$ cat config.mk
export PLATFORM = sky130hd
export DESIGN_NAME = vga_overlay_compositor
export DESIGN_NICKNAME = d
export VERILOG_FILES = /design/src/rtl/vga_overlay_compositor.sv
export SDC_FILE = /design/constraint.sdc
export NUM_CORES = 1
export LEC_CHECK = 0
export ABC_AREA = 1
export BUFFER_PORTS_ARGS = -buffer_cell sky130_fd_sc_hd__buf_2
export CAP_MARGIN = 25
export CORE_MARGIN = 2
export CORE_UTILIZATION = 55
export CTS_BUF_LIST = sky130_fd_sc_hd__clkbuf_4 sky130_fd_sc_hd__clkbuf_8
export DETAILED_ROUTE_END_ITERATION = 16
export GPL_TIMING_DRIVEN = 0
export PLACE_DENSITY = 0.82
export SYNTH_ARGS = -nofsm -noshare
export SYNTH_HDL_FRONTEND = slang
export SYNTH_SLANG_ARGS = --single-unit
$ cat constraint.sdc
create_clock -name clk_in -period 6.8 [get_ports clk_in]
set_clock_uncertainty 0.05 [all_clocks]
set_input_delay 0.68 -clock clk_in [delete_from_list [all_inputs] [get_ports clk_in]]
set_output_delay 0.68 -clock clk_in [all_outputs]
set_load 0.01 [all_outputs]
$ cat src/rtl/vga_overlay_compositor.sv
// vga_overlay_compositor: threshold mask plus NUM_LAYERS prioritised overlay
// layers with per-layer colour, blink and 50% blend. Configuration is
// shadowed and swapped in on the vsync rising edge. Two-cycle pipeline; sync,
// active and frame-start markers travel alongside the pixel.
module vga_overlay_compositor #(
    parameter int PIXEL_WIDTH  = 12,
    parameter int NUM_LAYERS   = 4,
    parameter int BLINK_FRAMES = 30
) (
    input  logic                              clk_in,
    input  logic                              rst_in,
    input  logic [PIXEL_WIDTH-1:0]            pixel_in,
    input  logic                              hsync_in,
    input  logic                              vsync_in,
    input  logic                              active_in,
    input  logic                              mask_in,
    input  logic [NUM_LAYERS-1:0]             layer_hit_in,
    input  logic                              mask_on_req,
    input  logic [NUM_LAYERS-1:0]             layer_en_req,
    input  logic [NUM_LAYERS-1:0]             layer_blink_req,
    input  logic [NUM_LAYERS-1:0]             layer_blend_req,
    input  logic [NUM_LAYERS*PIXEL_WIDTH-1:0] layer_color_req,
    output logic [PIXEL_WIDTH-1:0]            pixel_out,
    output logic                              hsync_out,
    output logic                              vsync_out,
    output logic                              active_out,
    output logic                              frame_start_out
);
    localparam int CW   = PIXEL_WIDTH / 3;
    localparam int FCW  = (BLINK_FRAMES > 1) ? $clog2(BLINK_FRAMES) : 1;
    localparam int LAST = BLINK_FRAMES - 1;

    // Active (shadowed) configuration
    logic                              mask_on;
    logic [NUM_LAYERS-1:0]             en, blink, blend;
    logic [NUM_LAYERS*PIXEL_WIDTH-1:0] color;

    // Frame tracking
    logic           vsync_prev;
    logic [FCW-1:0] frame_cnt;
    logic           blink_phase;
    logic           vs_rise;
    logic [NUM_LAYERS-1:0] eff_en;

    assign vs_rise = vsync_in & ~vsync_prev;
    assign eff_en  = en & ~(blink & {NUM_LAYERS{blink_phase}});

    // Config swap and blink counter, both stepped once per vsync rising edge
    always_ff @(posedge clk_in) begin
        if (rst_in) begin
            mask_on     <= 1'b0;
            en          <= '0;
            blink       <= '0;
            blend       <= '0;
            color       <= '0;
            vsync_prev  <= 1'b0;
            frame_cnt   <= '0;
            blink_phase <= 1'b0;
        end else begin
            vsync_prev <= vsync_in;
            if (vs_rise) begin
                mask_on <= mask_on_req;
                en      <= layer_en_req;
                blink   <= layer_blink_req;
                blend   <= layer_blend_req;
                color   <= layer_color_req;
                if (frame_cnt == LAST[FCW-1:0]) begin
                    frame_cnt   <= '0;
                    blink_phase <= ~blink_phase;
                end else begin
                    frame_cnt <= frame_cnt + 1'b1;
                end
            end
        end
    end

    // Stage 1. The layer config is captured with the pixel so a pixel that
    // enters on the vs_rise cycle is still composited with the old config,
    // even though the active config has already swapped by stage 2.
    logic [PIXEL_WIDTH-1:0]            masked_s1;
    logic [NUM_LAYERS-1:0]             hit_s1, blend_s1;
    logic [NUM_LAYERS*PIXEL_WIDTH-1:0] color_s1;
    logic                              hsync_s1, vsync_s1, active_s1, vsr_s1;

    // Stage 1: mask, qualify hits with effective enables, capture config
    always_ff @(posedge clk_in) begin
        if (rst_in) begin
            masked_s1 <= '0;
            hit_s1    <= '0;
            blend_s1  <= '0;
            color_s1  <= '0;
            hsync_s1  <= 1'b0;
            vsync_s1  <= 1'b0;
            active_s1 <= 1'b0;
            vsr_s1    <= 1'b0;
        end else begin
            masked_s1 <= (mask_on & ~mask_in) ? '0 : pixel_in;
            hit_s1    <= layer_hit_in & eff_en;
            blend_s1  <= blend;
            color_s1  <= color;
            hsync_s1  <= hsync_in;
            vsync_s1  <= vsync_in;
            active_s1 <= active_in;
            vsr_s1    <= vs_rise;
        end
    end

    // Winner select: ascending scan so the highest hitting index wins
    logic                   found, win_blend;
    logic [PIXEL_WIDTH-1:0] win_color, blend_pix;

    always_comb begin
        found     = 1'b0;
        win_blend = 1'b0;
        win_color = '0;
        for (int i = 0; i < NUM_LAYERS; i++) begin
            if (hit_s1[i]) begin
                found     = 1'b1;
                win_blend = blend_s1[i];
                win_color = color_s1[i*PIXEL_WIDTH +: PIXEL_WIDTH];
            end
        end
    end

    // 50% blend per channel: (a+b)>>1 == (a>>1)+(b>>1)+(a0&b0), which fits in
    // CW bits without a carry bit and truncates exactly like the wide form.
    for (genvar c = 0; c < 3; c++) begin : g_ch
        logic [CW-1:0] a, b;
        assign a = masked_s1[c*CW +: CW];
        assign b = win_color[c*CW +: CW];
        assign blend_pix[c*CW +: CW] = {1'b0, a[CW-1:1]} + {1'b0, b[CW-1:1]}
                                     + {{(CW-1){1'b0}}, a[0] & b[0]};
    end

    // Stage 2: output register, blanked outside the active region
    always_ff @(posedge clk_in) begin
        if (rst_in) begin
            pixel_out       <= '0;
            hsync_out       <= 1'b0;
            vsync_out       <= 1'b0;
            active_out      <= 1'b0;
            frame_start_out <= 1'b0;
        end else begin
            if (!active_s1)     pixel_out <= '0;
            else if (!found)    pixel_out <= masked_s1;
            else if (win_blend) pixel_out <= blend_pix;
            else                pixel_out <= win_color;
            hsync_out       <= hsync_s1;
            vsync_out       <= vsync_s1;
            active_out      <= active_s1;
            frame_start_out <= vsr_s1;
        end
    end
endmodule

; After elaboration in Yosys (flattened, before gate mapping)
; Index checks and enable logic that the tools add are counted.
[totals]
register_bits = 155
latchBits = 0
mem_bits_rw = 0
romBits = 0
in_bits = 83
output_inout_bits = 16
word_cells = 59
n_memories = 0
[classes]
add_sub_neg = 7
n_mul = 0
div_mod_pow = 0
n_lt_le_gt_ge = 0
n_eq_ne = 1
n_shift = 0
muxes = 15
n_bitwise = 13
n_reduce_logical = 3
[op_table]
columns = operator, n
row1 = 12-bit 2-to-1 mux, 6
row2 = 3-bit by 3-bit adder with 4-bit output, 3
row3 = 4-bit by 1-bit adder with 4-bit output, 3
row4 = 4-bit AND, 3
row5 = 1-bit 2-to-1 mux, 8
row6 = 5-bit by 1-bit adder with 5-bit output (second input constant), 1
row7 = 1-bit AND, 5
row8 = 5-bit equality test (second input constant), 1
row9 = 5-bit 2-to-1 mux, 1
row10 = 1-bit inverter, 4
row11 = 4-bit inverter, 1
row12 = 2-bit OR reduction, 2
row13 = 2-bit AND reduction, 1

; Longest topological paths before layout
[depth]
word_depth = 8
mapped_depth = 15
depth_no_buf = 13

; Worst setup path before layout
; No wires, ideal clock.
[synth_timing]
path_type = reg-to-reg
startpoint = register hit_s1[2]
endpoint = register pixel_out[6]
setup_time_ns = 0.117
t_arrival_ns = 2.025
required_ns = 6.633
path_slack_ns = 4.608
path_stages_with_launch = 13
n_path_buf = 1
period_less_slack_ns = 2.192
cell_sequence = dfxtp_1 > nor2_4 > buf_6 > nand2_1 > nor2_1 > nor2_2 > fa_1 > fa_1 > xor2_1 > nand3_1 > nand2_1 > nor2_1 > nor2_1
[synth_via]
elab_chain_cells = 6
elab_cells_between_ends = 11
classes_between = add/sub (2) / mux (8) / bitwise (1)
[synth_rtl]
columns = item, line_no
row1 = from (decl), 81  ; logic [NUM_LAYERS-1:0] hit_s1, blend_s1;
row2 = from (signal assigned), 98  ; hit_s1 <= layer_hit_in & eff_en;
row3 = 12-bit 2-to-1 mux (2 in series), 117  ; if (hit_s1[i]) begin
row4 = 3-bit by 3-bit adder with 4-bit output or 1-bit AND (tied branches), "131, 132"
row5 = 4-bit by 1-bit adder with 4-bit output, 132  ; + {{(CW-1){1'b0}}, a[0] & b[0]};
row6 = 12-bit 2-to-1 mux, 146  ; else if (win_blend) pixel_out <= blend_pix;
row7 = 12-bit 2-to-1 mux (*), 145  ; else if (!found) pixel_out <= masked_s1;
row8 = to (signal assigned), 145
row9 = to (signal assigned), 146
row10 = to (signal assigned), 147  ; else pixel_out <= win_color;
row11 = to (decl), 23  ; output logic [PIXEL_WIDTH-1:0] pixel_out,
; Every way passes the cells marked *; elsewhere a longest branch is shown, timed or not.
; A chain may end at the register's enable or synchronous reset.

; Final worst setup path
; Same ends and word-level chain as after synthesis.

==> key figures <==
Power and ir drop
  • Internal: 0.00146 W
  • Total power: 0.00192 W
  • Sequential share of power: 51.4%
  • Total net switching power: 0.000460 W
  • Clock power frac: 39.4%
  • VDD IR max: 0.000176 V
  • Cell area power density: 275 nW/µm²
  • Logic pwr share: 9.1%
  • Switching share of power: 24.0%
  • Leak: 3.50 nW

Synth
  • Mapped Area: 5870 µm²
  • Syn Nets: 817
  • FF+latch count, synth: 155
  • Yosys Warn Count: 0
  • Seq/Total Area, Yosys: 52.8%
  • Avg Inst Size Synth: 8.16 µm²
  • Cell count after synthesis: 720
  • Synth cell types: 30

STA
  • Worst hold slack: 0.360 ns
  • Worst-Margin Slew: 0.476 ns
  • FMAX: 397 MHz
  • Final Max Slew Viols: 0
  • Sum Neg Setup Slack: 0 ns
  • Post-route setup slack: 4.28 ns
  • RSZ-0062 raised after global routing: false
  • Slew HR: 68.2%
  • Final worst-path cycle share: 37.1%
  • Final Hold Fails: 0
  • Final Setup Violations: 0
  • Tmin final: 2.52 ns

Worst setup path
  • CP max FO: 10
  • CP Launch Type: flip-flop
  • Worst Setup End Kind: flip-flop
  • Required time of the critical path: 7.08 ns
  • Crit path arrival time: 2.80 ns
  • Critical path class: flip-flop to flip-flop

Place
  • Placed Cells: 953
  • GP Congestion: 0.856
  • Place WS: 4.31 ns
  • Dpl hpwl: 9400 µm
  • Port Buffers: 97

Floorplanning
  • Die width: 107 µm
  • FP Rows: 37
  • Die area: 11500 µm²
  • Boundary pin count: 99
  • Initial Utilization: 56.9%
  • Die span in y: 107 µm
  • Core ar.: 10300 µm²

Global route
  • Global route total overflow: 0
  • Gr usage total: 23.4%
  • Antenna violations before repair: 0
  • First-pass GRT wire length: 20800 µm
  • Largest net degree at the start of global routing: 17
  • Vias in the first global route: 4649

Min path
  • Worst Hold Class: flip-flop to flip-flop

Route
  • DRT iter0 DRCs: 270
  • Drt pass-1 iters: 5
  • Vias: 4798
  • Avg WL per Cell: 12.9 µm
  • Residual DRC: 0
  • Vias/cell: 4.88
  • Antenna-violating nets left: 0
  • Final wirelength: 12700 µm

Clock network
  • CTS buffer count: 17
  • Root Driver: clkbuf_8
  • CTS tree: done
  • Htree depth: 4
  • Worst-skew pair later-pin latency: 0.44 ns
  • Clock slew seen by the registers of the worst setup and hold paths: 0.09 ns
  • CTS Sinks: 155
  • Postcts setup bufs: 0
  • Hold_buf cts: 0
  • # resized after CTS: 0
  • Clk buf depth: 2

Finish
  • Fill count: 816
  • Layout cell share with drive strength beyond 1: 19.9%
  • P&R area growth vs syn: 18.8%
  • Layout net count: 933
  • Most frequent cells in the layout: dfxtp_1, nor2_1, inv_1, buf_2, nand2_1
  • Inserted Diodes: 0
  • Commonest non-fill, non-tap cell in the layout: dfxtp_1
  • Non-Filler Instances: 984

Outcome
  • Outcome: completed

Job
  • Max-cap violations: 0
## registers in the layout, indices dropped and copies added, names as in the netlist, 4 cells and up
name,cells
hit_s1,4
blend,4
color,48
blink,4
pixel_out,12
frame_cnt,5
blend_s1,4
color_s1,48
masked_s1,12
en,4
## Yosys cell counts
cell / number / share of area (%)
nand2_2: 2 / 0.21
o22a_1: 36 / 5.4
a21oi_1: 28 / 2.4
dfxtp_1: 155 / 53
nand3_2: 6 / 1.0
o21ai_0: 29 / 2.5
nor2_2: 4 / 0.43
buf_6: 3 / 0.58
nand4_1: 1 / 0.11
nand3_1: 41 / 3.5
nor3_1: 1 / 0.085
clkbuf_2: 1 / 0.085
buf_4: 3 / 0.38
inv_2: 1 / 0.064
nand2_1: 108 / 6.9
nor3b_1: 2 / 0.26
nor2_1: 123 / 7.9
inv_1: 119 / 7.6
o211a_1: 1 / 0.17
clkinv_1: 3 / 0.19
fa_1: 6 / 2.0
clkinv_2: 1 / 0.085
nor2_4: 1 / 0.19
xor2_1: 5 / 0.75
clkbuf_1: 5 / 0.32
ha_1: 8 / 1.7
buf_1: 4 / 0.26
buf_2: 19 / 1.6
nand3b_1: 3 / 0.38
xnor2_1: 1 / 0.15
## per-stage QoR
step / cell area, µm² / utilization, %
2_1_floorplan: 5870 / -
3_3_place_gp: 6530 / 63.2
3_5_place_dp: 6530 / 63.2
4_1_cts: 6980 / 67.6
5_1_grt: 6980 / 67.6
6_report: 6980 / 67.6
## path summary, 6_finish.rpt
path | start | cells past startpoint | slack, ns | to
worst min register to register | hsync_s1$_SDFF_PP0_ | 2 | 0.36 | hsync_out$_SDFF_PP0_
worst min-delay path | hsync_s1$_SDFF_PP0_ | 2 | 0.36 | hsync_out$_SDFF_PP0_
worst max-delay path | hit_s1[2]$_SDFF_PP0_ | 12 | 4.28 | pixel_out[6]$_SDFF_PP0_
worst max register to register | hit_s1[2]$_SDFF_PP0_ | 12 | 4.28 | pixel_out[6]$_SDFF_PP0_
## power groups by stage
stage	Clock (W)	Combinational, W	Sequential, W
floorplan	0	0.000115	0.00100
global placement	0	0.000166	0.00100
detailed placement	0	0.000174	0.00101
CTS	0.000764	0.000176	0.000986
global route	0.000811	0.000199	0.000991
finish	0.000757	0.000175	0.000987
## worst max-delay path, cell delays in order (launching register included)
cell and delay [ns]:
dfxtp_1 0.40, nor2_4 0.22, buf_6 0.16, nand2_1 0.05
nor2_1 0.19, nor3b_1 0.09, fa_1 0.41, fa_1 0.40
xor2_1 0.16, nand3_1 0.08, nand2_1 0.05, nor2_1 0.09
nor2_1 0.06
## layout make-up
| class | count | area, µm² | area share (%) |
|---|---|---|---|
| Multi-Input combinational cell | 406 | 2110 | 30.3 |
| Sequential cell | 155 | 3100 | 44.5 |
| Clock inverter | 12 | 186 | 2.67 |
| Buffer | 35 | 190 | 2.73 |
| Inverter | 124 | 467 | 6.69 |
| Timing Repair Buffer | 97 | 485 | 6.96 |
| Tap cell | 136 | 170 | 2.44 |
| Clock buffer | 19 | 262 | 3.75 |
## layer usage
metal	routed length (µm)	vias up	track usage (%)
met5	0	-	0
met4	206	0	6.96
met3	750	20	7.14
met2	6120	153	40.5
met1	5600	2171	28.0
li1	-	2454	-
## cells by family after synthesis
family / Yosys count / share of synthesized area, %
fa+ha+maj: 14 / 3.75
flops: 155 / 52.8
xor+xnor: 6 / 0.895
buf+inv: 159 / 11.2
compound gates: 94 / 10.4
simple gates: 292 / 20.9
Note: power is estimated with default switching activity, not from simulation.
